File: src/rtl/core_ctrl.sv
// core_ctrl: sequencer for one layer of the core.
// It loads col weight vectors from xmem into L0 and pushes them into the
// array. It then streams len activation vectors through L0 and executes
// them. Finally it drains len psum vectors from the output FIFO into psum
// memory.
//
// Ports
//   clk          single clock, rising edge
//   reset        asynchronous, active-low
//   start        one-cycle layer request (honoured only in IDLE with len != 0)
//   w_base       xmem address of first weight vector
//   x_base       xmem address of first activation vector
//   p_base       psum address of first output
//   len          activation / output count (1..2^addr_bw-1)
//   acc_en       accumulate flag carried on inst[33] for psum writes
//   ofifo_valid  output FIFO has a psum vector ready
//   inst         registered instruction word to the core
//   busy         registered, high outside IDLE
//   done         registered one-cycle completion pulse
//
// state   | meaning
// IDLE    | waiting for start, idle word
// W_RD    | col weight reads from xmem, L0 write trails each read by a cycle
// W_LD    | col cycles of l0_rd + load
// X_RD    | len activation reads, L0 write trails each read by a cycle
// EXEC    | len cycles of l0_rd + execute
// DRAIN   | one psum write per valid FIFO entry until len writes are done
// DONE    | single cycle with done=1
module core_ctrl #(
  parameter int col     = 8,
  parameter int addr_bw = 11
) (
  input  logic                   clk,
  input  logic                   reset,
  input  logic                   start,
  input  logic [addr_bw-1:0]     w_base,
  input  logic [addr_bw-1:0]     x_base,
  input  logic [addr_bw-1:0]     p_base,
  input  logic [addr_bw-1:0]     len,
  input  logic                   acc_en,
  input  logic                   ofifo_valid,
  output logic [2*addr_bw+11:0]  inst,
  output logic                   busy,
  output logic                   done
);

  typedef enum logic [2:0] {
    S_IDLE, S_W_RD, S_W_LD, S_X_RD, S_EXEC, S_DRAIN, S_DONE
  } state_t;

  localparam logic [addr_bw-1:0] C_COL  = addr_bw'(col);
  localparam logic [addr_bw-1:0] C_ONE  = addr_bw'(1);
  localparam logic [addr_bw-1:0] C_ZERO = '0;
  localparam logic [2*addr_bw+11:0] IDLE_WORD =
    {1'b0, 1'b1, 1'b1, C_ZERO, 1'b1, 1'b1, C_ZERO, 7'b0};

  state_t             r_state, w_state_nxt;
  logic [addr_bw-1:0] r_k, w_k_nxt, w_pidx;
  logic [addr_bw-1:0] r_w_base, r_x_base, r_p_base, r_len;
  logic               r_acc;
  logic               w_wr_nxt, w_load_par;
  logic [addr_bw-1:0] w_wb, w_xb, w_pb, w_ln;
  logic               w_acc;
  logic               w_xrd, w_l0_wr, w_load, w_exec;
  logic [addr_bw-1:0] w_xaddr, w_paddr;
  logic [2*addr_bw+11:0] w_inst_nxt;
  logic               w_busy_nxt, w_done_nxt;

  // Outputs are registered from next-cycle values, so the parameters seen by
  // the output logic must already be the ones being latched on a start edge.
  assign w_wb  = w_load_par ? w_base : r_w_base;
  assign w_xb  = w_load_par ? x_base : r_x_base;
  assign w_pb  = w_load_par ? p_base : r_p_base;
  assign w_ln  = w_load_par ? len    : r_len;
  assign w_acc = w_load_par ? acc_en : r_acc;

  always_ff @(posedge clk or negedge reset) begin
    if (!reset) begin
      r_state  <= S_IDLE;
      r_k      <= '0;
      r_w_base <= '0;
      r_x_base <= '0;
      r_p_base <= '0;
      r_len    <= '0;
      r_acc    <= 1'b0;
      inst     <= IDLE_WORD;
      busy     <= 1'b0;
      done     <= 1'b0;
    end else begin
      r_state <= w_state_nxt;
      r_k     <= w_k_nxt;
      if (w_load_par) begin
        r_w_base <= w_base;
        r_x_base <= x_base;
        r_p_base <= p_base;
        r_len    <= len;
        r_acc    <= acc_en;
      end
      inst <= w_inst_nxt;
      busy <= w_busy_nxt;
      done <= w_done_nxt;
    end
  end

  // In DRAIN, r_k counts writes already presented on inst; the next write
  // (if the FIFO is valid at this edge) goes to p_base + r_k.
  always_comb begin
    w_state_nxt = r_state;
    w_k_nxt     = r_k;
    w_wr_nxt    = 1'b0;
    w_load_par  = 1'b0;
    w_pidx      = '0;
    unique case (r_state)
      S_IDLE: begin
        if (start && (len != C_ZERO)) begin
          w_state_nxt = S_W_RD;
          w_k_nxt     = '0;
          w_load_par  = 1'b1;
        end
      end
      S_W_RD: begin
        if (r_k == C_COL) begin
          w_state_nxt = S_W_LD;
          w_k_nxt     = '0;
        end else w_k_nxt = r_k + C_ONE;
      end
      S_W_LD: begin
        if (r_k == C_COL - C_ONE) begin
          w_state_nxt = S_X_RD;
          w_k_nxt     = '0;
        end else w_k_nxt = r_k + C_ONE;
      end
      S_X_RD: begin
        if (r_k == r_len) begin
          w_state_nxt = S_EXEC;
          w_k_nxt     = '0;
        end else w_k_nxt = r_k + C_ONE;
      end
      S_EXEC: begin
        if (r_k == r_len - C_ONE) begin
          w_state_nxt = S_DRAIN;
          w_wr_nxt    = ofifo_valid;
          w_k_nxt     = {{(addr_bw-1){1'b0}}, ofifo_valid};
        end else w_k_nxt = r_k + C_ONE;
      end
      S_DRAIN: begin
        if (r_k == r_len) begin
          w_state_nxt = S_DONE;
          w_k_nxt     = '0;
        end else begin
          w_wr_nxt = ofifo_valid;
          w_pidx   = r_k;
          w_k_nxt  = r_k + {{(addr_bw-1){1'b0}}, ofifo_valid};
        end
      end
      S_DONE: begin
        w_state_nxt = S_IDLE;
        w_k_nxt     = '0;
      end
      default: begin
        w_state_nxt = S_IDLE;
        w_k_nxt     = '0;
      end
    endcase
  end

  always_comb begin
    w_xrd   = 1'b0;
    w_xaddr = '0;
    w_l0_wr = 1'b0;
    w_load  = 1'b0;
    w_exec  = 1'b0;
    w_paddr = '0;
    unique case (w_state_nxt)
      S_W_RD: begin
        w_xrd   = (w_k_nxt != C_COL);
        w_l0_wr = (w_k_nxt != C_ZERO);
        if (w_xrd) w_xaddr = w_wb + w_k_nxt;
      end
      S_X_RD: begin
        w_xrd   = (w_k_nxt != w_ln);
        w_l0_wr = (w_k_nxt != C_ZERO);
        if (w_xrd) w_xaddr = w_xb + w_k_nxt;
      end
      S_W_LD:  w_load = 1'b1;
      S_EXEC:  w_exec = 1'b1;
      S_DRAIN: if (w_wr_nxt) w_paddr = w_pb + w_pidx;
      default: ;
    endcase
    w_inst_nxt = {w_wr_nxt & w_acc, ~w_wr_nxt, ~w_wr_nxt, w_paddr,
                  ~w_xrd, 1'b1, w_xaddr,
                  w_wr_nxt, 1'b0, 1'b0, w_load | w_exec, w_l0_wr, w_exec, w_load};
    w_busy_nxt = (w_state_nxt != S_IDLE);
    w_done_nxt = (w_state_nxt == S_DONE);
  end

endmodule
File: config.mk
export PLATFORM = sky130hd
export DESIGN_NAME = core_ctrl
export DESIGN_NICKNAME = d
export VERILOG_FILES = /design/src/rtl/core_ctrl.sv
export SDC_FILE = /design/constraint.sdc
export NUM_CORES = 1
export LEC_CHECK = 0
export ABC_CLOCK_PERIOD_IN_PS = 5300
export BUFFER_PORTS_ARGS = -buffer_cell sky130_fd_sc_hd__buf_2
export CAP_MARGIN = 20
export CORE_MARGIN = 2
export CORE_UTILIZATION = 55
export CTS_CLUSTER_SIZE = 28
export DETAILED_ROUTE_END_ITERATION = 12
export PLACE_DENSITY = 0.73
export SKIP_LAST_GASP = 1
export SLEW_MARGIN = 20
export SYNTH_ARGS = -nofsm -noshare
export SYNTH_HDL_FRONTEND = slang
export SYNTH_SLANG_ARGS = --single-unit
File: constraint.sdc
create_clock -name clk -period 5.3 [get_ports clk]
set_clock_uncertainty 0.1 [all_clocks]
set_input_delay 0 -clock clk [delete_from_list [all_inputs] [get_ports clk]]
set_output_delay 0 -clock clk [all_outputs]
set_load 0.01 [all_outputs]
==> flow_metrics.py, run 1 <==
metrics = {
    "status": {
        "status": "completed",
    },
    "worst_setup_path": {
        "crit_fanout": 6,
        "slowest_delay_ns": 0.80,
        "cp.required_ns": 5.47,
        "worstPathArrival_ns": 4.94,
        "crit_path_end_kind": "register",
        "crit_top_cell": "ha_1",
        "path_cells": "inv_1, ha_1, nor4b_4, a221o_1, o311ai_1, a2bb2oi_2, and2_1, o31ai_1, ha_1, a21oi_1, nor2b_1, o21ai_0, a31oi_1, a21o_1, or2_2, a32o_1",
        "criticalPathCategory": "register to register",
        "crit_family": "compound AO/OA/AOI/OAI gates",
        "start_kind": "register",
        "slowest_stage": "o31ai_1",
        "crit_buf_inv": 1,
    },
    "yosys": {
        "synth-edff-count": 0,
        "synthFlopType": "dfrtp_1",
        "avgSynthCellArea_um2": 9.98,
        "synthAdderAreaFrac_pct": 7.87,
        "synth_top_area_share_pct": 36.7,
        "netlist_instances": 608,
        "netlist_area_mm2": 0.00607,
        "synth_cell_types": 87,
        "synthMuxAreaShare_pct": 8.26,
        "synth_compound_area_share_pct": 15.5,
        "synthTopCellsByArea": "dfrtp_1 37%, mux2_2 7.6%, ha_1 7.2%",
        "async_flop_share_pct": 100,
        "synth_seq_cells": 91,
        "synth.largest_area_cell": "dfrtp_1",
        "synth_xor_area_share_pct": 8.47,
        "yosys.area_share.simple_pct": 17.8,
        "yosysWarnings": 0,
        "synth_top_family_by_area": "simple AND/OR/NAND/NOR gates",
        "synth_seq_area_share_pct": 37.6,
    },
    "detailed_routing": {
        "viasPerCell": 5.89,
        "wire_per_inst_um": 19.1,
        "drt_first_pass_iters": 4,
        "drc": 0,
        "drt_iter0_drc": 307,
        "num_vias": 5174,
        "drtAntennaViolNets": 0,
        "routed_wl_mm": 16.7,
    },
    "power": {
        "p_per_area_mw_per_mm2": 169,
        "leakage_nw": 3.61,
        "power_w": 0.00123,
        "ir_drop_mv": 0.126,
    },
    "placement": {
        "placed_cells": 813,
        "io_buffer_count": 81,
        "gp_congestion": 0.929,
        "hpwl_mm": 11.9,
        "placed_area_mm2": 0.00659,
    },
    "clock_network": {
        "numCtsBuffers": 9,
        "cts.sinks": 91,
        "tritoncts": "done",
        "clk_pin_slew_ns": 0.09,
        "ctsHtreeMaxLevel": 3,
        "cts-root-buf": "clkbuf_8",
        "cts_resized": 0,
        "postCtsSetupBuffers": 0,
        "insertion_delay_ns": 0.38,
        "clock_path_buffers": 2,
    },
    "global_routing": {
        "grt_use_total_pct": 29.5,
        "antenna_found_initial": 0,
        "grt_max_degree": 63,
        "grt_pass1_wl_mm": 26.5,
        "gr-total-overflow": 0,
        "grt_pass1_vias": 5248,
    },
    "floorplanning": {
        "core.rowCount": 38,
        "initial_core_util_pct": 56.2,
        "fp.coreArea_mm2": 0.0108,
        "boundaryPins": 85,
        "die_x_um": 109,
        "die_height_um": 109,
        "die_area_mm2": 0.0119,
    },
    "timing": {
        "period_needed_ns": 4.77,
        "rsz0062_at_grt": "false",
        "slew_viol_final": 0,
        "setup_violations": 0,
        "fmax_ghz": 0.209,
        "hold_viol_final": 0,
        "relSlewSlack_pct": 36.8,
        "hold_ws_ns": 0.314,
        "period_share_pct": 90.1,
        "setup_tns_ns": 0,
        "worstMarginPinSlew_ns": 0.941,
    },
    "final_layout": {
        "syn_to_final_growth_pct": 19.5,
        "nNetsFinal": 818,
        "fin_area_mm2": 0.00725,
        "fin_cells": 878,
        "num_antenna_cells": 0,
        "drive_gt1_share_pct": 24.0,
    },
    "run": {
        "maxCapViolCount": 0,
    },
    "hold_path": {
        "min_path_type": "input pin to register",
    },
}
## power breakdown
group	internal (W)	switching, W
sequential	0.000696	0.00000220
clock	0.000182	0.000260
combinational	0.0000478	0.0000410
total	0.000926	0.000304
## cells in the mapped netlist, drive strengths merged, types with 5 or more instances
| cell | n |
|---|---|
| a21o | 10 |
| nor2b | 5 |
| mux2 | 41 |
| a221oi | 5 |
| nand3 | 25 |
| a21oi | 28 |
| o21ai | 19 |
| nor4b | 5 |
| inv | 25 |
| or3 | 6 |
| a22o | 5 |
| buf | 21 |
| nor3b | 5 |
| xnor2 | 30 |
| dfrtp | 89 |
| ha | 35 |
| or2 | 6 |
| and2 | 7 |
| nand2 | 42 |
| a31oi | 11 |
| nor3 | 16 |
| nor4 | 7 |
| a21boi | 5 |
| clkbuf | 8 |
| nor2 | 36 |
| xor2 | 26 |
| and3 | 16 |
## flip-flops by register name (all words and copies together) (netlist names)
| signal | count |
|---|---|
| r_x_base | 11 |
| inst | 30 |
| busy | 1 |
| r_acc | 1 |
| r_state | 3 |
| r_k | 11 |
| done | 1 |
| r_len | 11 |
| r_w_base | 11 |
| r_p_base | 11 |
## what timing repair did
action,4_1_cts,5_1_grt
endpoints found under the hold margin,79,0
hold buffers,49,0
endpoints found under the setup margin,0,0
## placed cells by master, fill, tap and decap left out, drive strengths merged, types with 6 or more instances in the layout
cell type,count
xnor2,30
mux2,41
a21oi,28
o21ai,19
clkbuf,10
buf,93
nor4,7
nand2,42
nor2,36
and3,16
and2,7
dfrtp,89
ha,35
nand3,25
or2,6
a31oi,11
nor3,16
dlygate4sd3,49
a21o,10
inv,25
or3,6
xor2,26
## worst reg2reg max path, delay by kind of cell, from the launching register on
kind | cells | cell delay, ns
buffers and inverters | 1 | 0.10
DFF | 1 | 0.44
adders and majority gates | 2 | 0.71
AOI/OAI and AO/OA | 9 | 2.45
and+or+nand+nor | 4 | 0.87
## final timing paths
path | startpoint | end | slack [ns] | depth (start not counted)
worst max-delay path | r_len[0]$_DFF_PN0_ | inst[15]$_DFF_PN0_ | 0.53 | 16
worst min-delay path | acc_en | r_acc$_DFF_PN0_ | 0.31 | 3
worst max register to register | r_len[0]$_DFF_PN0_ | inst[15]$_DFF_PN0_ | 0.53 | 16
worst min register to register | r_acc$_DFF_PN0_ | r_acc$_DFF_PN0_ | 0.40 | 1
max in group asynchronous | reset | inst[2]$_DFF_PN0_ | 3.30 | 4
min in group asynchronous | reset | r_p_base[5]$_DFF_PN0_ | 0.49 | 3
## stage by stage
stage	util [%]	worst slack [ns]
finish	67.2	0.526
detailed placement	61.0	0.592
global route	67.2	0.186
CTS	67.2	0.560
global placement	61.0	0.650
floorplan	-	0.697
## layer usage
metal / GRT usage [%] / wire length [um]
met4: 13.9 / 549
met2: 51.3 / 8510
met5: 0 / 0
met1: 35.3 / 6860
met3: 5.08 / 815
## final cells by class
class / count / area [um2]
Fill cell: 866 / 3540
Multi-Input combinational cell: 464 / 3530
Sequential cell: 91 / 2280
Timing Repair Buffer: 142 / 1000
Tap cell: 140 / 175
Clock buffer: 10 / 138
Inverter: 25 / 93.8
Clock inverter: 6 / 41.3
## logic make-up (layout without fill, tap and decap cells)
group           after synthesis  after routing
other cells                   2              3
mux                          45             45
fa+ha+maj                    38             38
xor+xnor                     57             57
buf+inv                      54            183
compound gates              128            128
simple gates                193            193
flops                        91             91
Note: power is estimated with default switching activity, not from simulation.
==> run 2, diff against run 1 <==
--- a/config.mk
+++ b/config.mk
@@ -12,6 +12,7 @@
 export CORE_UTILIZATION = 55
 export CTS_CLUSTER_SIZE = 28
 export DETAILED_ROUTE_END_ITERATION = 12
+export GPL_TIMING_DRIVEN = 0
 export PLACE_DENSITY = 0.73
 export SKIP_LAST_GASP = 1
 export SLEW_MARGIN = 20
==> flow_metrics.py, run 2 (synthesis results as in run 1) <==
metrics = {
    "status": {
        "status": "completed",
    },
    "floorplanning": {
        "die_x_um": 109,
        "initial_core_util_pct": 56.2,
        "die_area_mm2": 0.0119,
        "core.rowCount": 38,
        "boundaryPins": 85,
        "fp.coreArea_mm2": 0.0108,
        "die_height_um": 109,
    },
    "final_layout": {
        "largest-register": "inst",
        "final_cell_mix": "89 x dfrtp_1, 88 x buf_2, 49 x dlygate4sd3_1",
        "fillCellCount": 816,
        "syn_to_final_growth_pct": 22.1,
        "largest_reg_flops": 30,
        "nNetsFinal": 836,
        "num_antenna_cells": 0,
        "regArea_mm2": 0.00228,
        "drive_gt1_share_pct": 25.3,
        "fin_cells": 896,
        "multi_input_area_mm2": 0.00355,
        "layout_commonest_cell": "dfrtp_1",
    },
    "detailed_routing": {
        "drt_iter0_drc": 374,
        "drt_first_pass_iters": 5,
        "wire_per_inst_um": 18.8,
        "drc": 0,
        "num_vias": 5279,
        "drtAntennaViolNets": 0,
        "viasPerCell": 5.89,
        "routed_wl_mm": 16.8,
    },
    "clock_network": {
        "cts.sinks": 91,
        "tritoncts": "done",
        "ctsHtreeMaxLevel": 3,
        "clk_pin_slew_ns": 0.09,
        "numCtsBuffers": 9,
        "postCtsSetupBuffers": 0,
        "cts-root-buf": "clkbuf_8",
        "clock_path_buffers": 2,
        "insertion_delay_ns": 0.37,
    },
    "worst_setup_path": {
        "worstPathArrival_ns": 5.13,
        "crit_path_end_kind": "register",
        "start_kind": "register",
        "critPathLaunch": "r_len[0]$_DFF_PN0_",
        "criticalPathCategory": "register to register",
        "crit_fanout": 5,
        "cp.required_ns": 5.49,
        "r2r-start": "r_len[0]$_DFF_PN0_",
    },
    "timing": {
        "rsz0062_at_grt": "false",
        "hold_ws_ns": 0.299,
        "fmax_ghz": 0.202,
        "worstMarginPinSlew_ns": 0.767,
        "slew_viol_final": 0,
        "period_needed_ns": 4.94,
        "hold_viol_final": 0,
        "layout_setup_ws_ns": 0.357,
        "relSlewSlack_pct": 48.6,
        "setup_violations": 0,
        "period_share_pct": 93.3,
    },
    "global_routing": {
        "antenna_found_initial": 0,
        "gr-total-overflow": 0,
        "grt_pass1_wl_mm": 27.1,
        "grt_pass1_vias": 5462,
        "grt_use_total_pct": 29.6,
        "grt_max_degree": 62,
    },
    "placement": {
        "placed_cells": 832,
        "gp_congestion": 0.918,
        "hpwl_mm": 12.3,
        "pre_cts_ws_ns": -0.663,
        "io_buffer_count": 81,
    },
    "power": {
        "leakage_nw": 3.70,
        "p_clk_share_pct": 37.6,
        "comb_power_share_pct": 7.4,
        "p_per_area_mw_per_mm2": 171,
        "ir_drop_mv": 0.124,
        "p_sw_share_pct": 23.6,
        "power.switching_w": 0.000299,
        "pwr-share-seq_pct": 55.0,
        "cellInternalPower_w": 0.000968,
    },
    "hold_path": {
        "min_path_type": "input pin to register",
        "min_from": "start",
    },
    "run": {
        "maxCapViolCount": 0,
    },
}
-- run 2: changes by cell type in the layout (fill, tap and decap cells not counted), sizes merged --
cell      change
buf          +11
bufinv        +1
clkbuf        +8
clkinv        -2
clkinvlp      -1
inv           +1
-- run 2: cell type report --
type,count,share of cell area [%]
Tap cell,140,2.36
Clock inverter,5,0.844
Multi-Input combinational cell,464,48.0
Buffer,28,2.43
Clock buffer,11,1.77
Timing Repair Buffer,132,12.6
Sequential cell,91,30.8
Inverter,25,1.27
-- run 2: timing repair --
action                     4_1_cts  5_1_grt
hold buffers                    49        0
resized for setup                3       10
hold endpoints to repair       139        0
setup endpoints to repair       11        4
-- run 2: power groups by stage --
stage,combinational (W),sequential (W),clock (W)
floorplan,0.0000217,0.000711,0
global placement,0.0000602,0.000711,0
detailed placement,0.0000645,0.000711,0
CTS,0.0000925,0.000697,0.000486
global route,0.000103,0.000697,0.000515
finish,0.0000936,0.000697,0.000477
-- run 2: per-layer routing --
| metal | part of all wire [%] | vias to the layer above | GRT usage [%] |
|---|---|---|---|
| met2 | 50 | 213 | 51.7 |
| met4 | 2.4 | 0 | 10.6 |
| li1 | - | 2498 | - |
| met1 | 41 | 2532 | 36.6 |
| met3 | 6.7 | 36 | 5.38 |
| met5 | 0 | - | 0 |
-- run 2: path summary, 6_finish.rpt --
kind	endpoint	slack [ns]	cells past startpoint
hold / removal	r_len[10]$_DFF_PN0_	0.30	5
max in group asynchronous	inst[25]$_DFF_PN0_	3.61	4
setup / recovery	inst[16]$_DFF_PN0_	0.36	17
hold reg to reg	r_acc$_DFF_PN0_	0.41	1
min in group asynchronous	done$_DFF_PN0_	0.54	3
setup reg to reg	inst[16]$_DFF_PN0_	0.36	17
-- run 2: worst max-delay path, stage by stage (launching register included) --
cell	delay, ns
dfrtp_1	0.45
inv_1	0.10
ha_1	0.26
nor4b_4	0.34
nand2_1	0.12
o311ai_1	0.34
a2bb2oi_2	0.34
and2_1	0.30
o21ai_0	0.11
a21o_1	0.33
ha_1	0.42
a21o_1	0.22
a21o_1	0.22
a2111oi_1	0.47
o21ai_0	0.25
a21o_1	0.23
xnor2_1	0.12
o2bb2ai_1	0.15
-- run 2: per-stage QoR --
step | TNS (ns) | cell area [um2] | util [%] | total power [W]
after CTS | 0 | 7390 | 68.5 | 0.00128
final | 0 | 7410 | 68.7 | 0.00127
after floorplan | 0 | 6070 | - | 0.000733
after global routing | 0 | 7410 | 68.7 | 0.00132
after global placement | -2.21 | 6660 | 61.7 | 0.000771
after detailed placement | -3.63 | 6700 | 62.1 | 0.000775
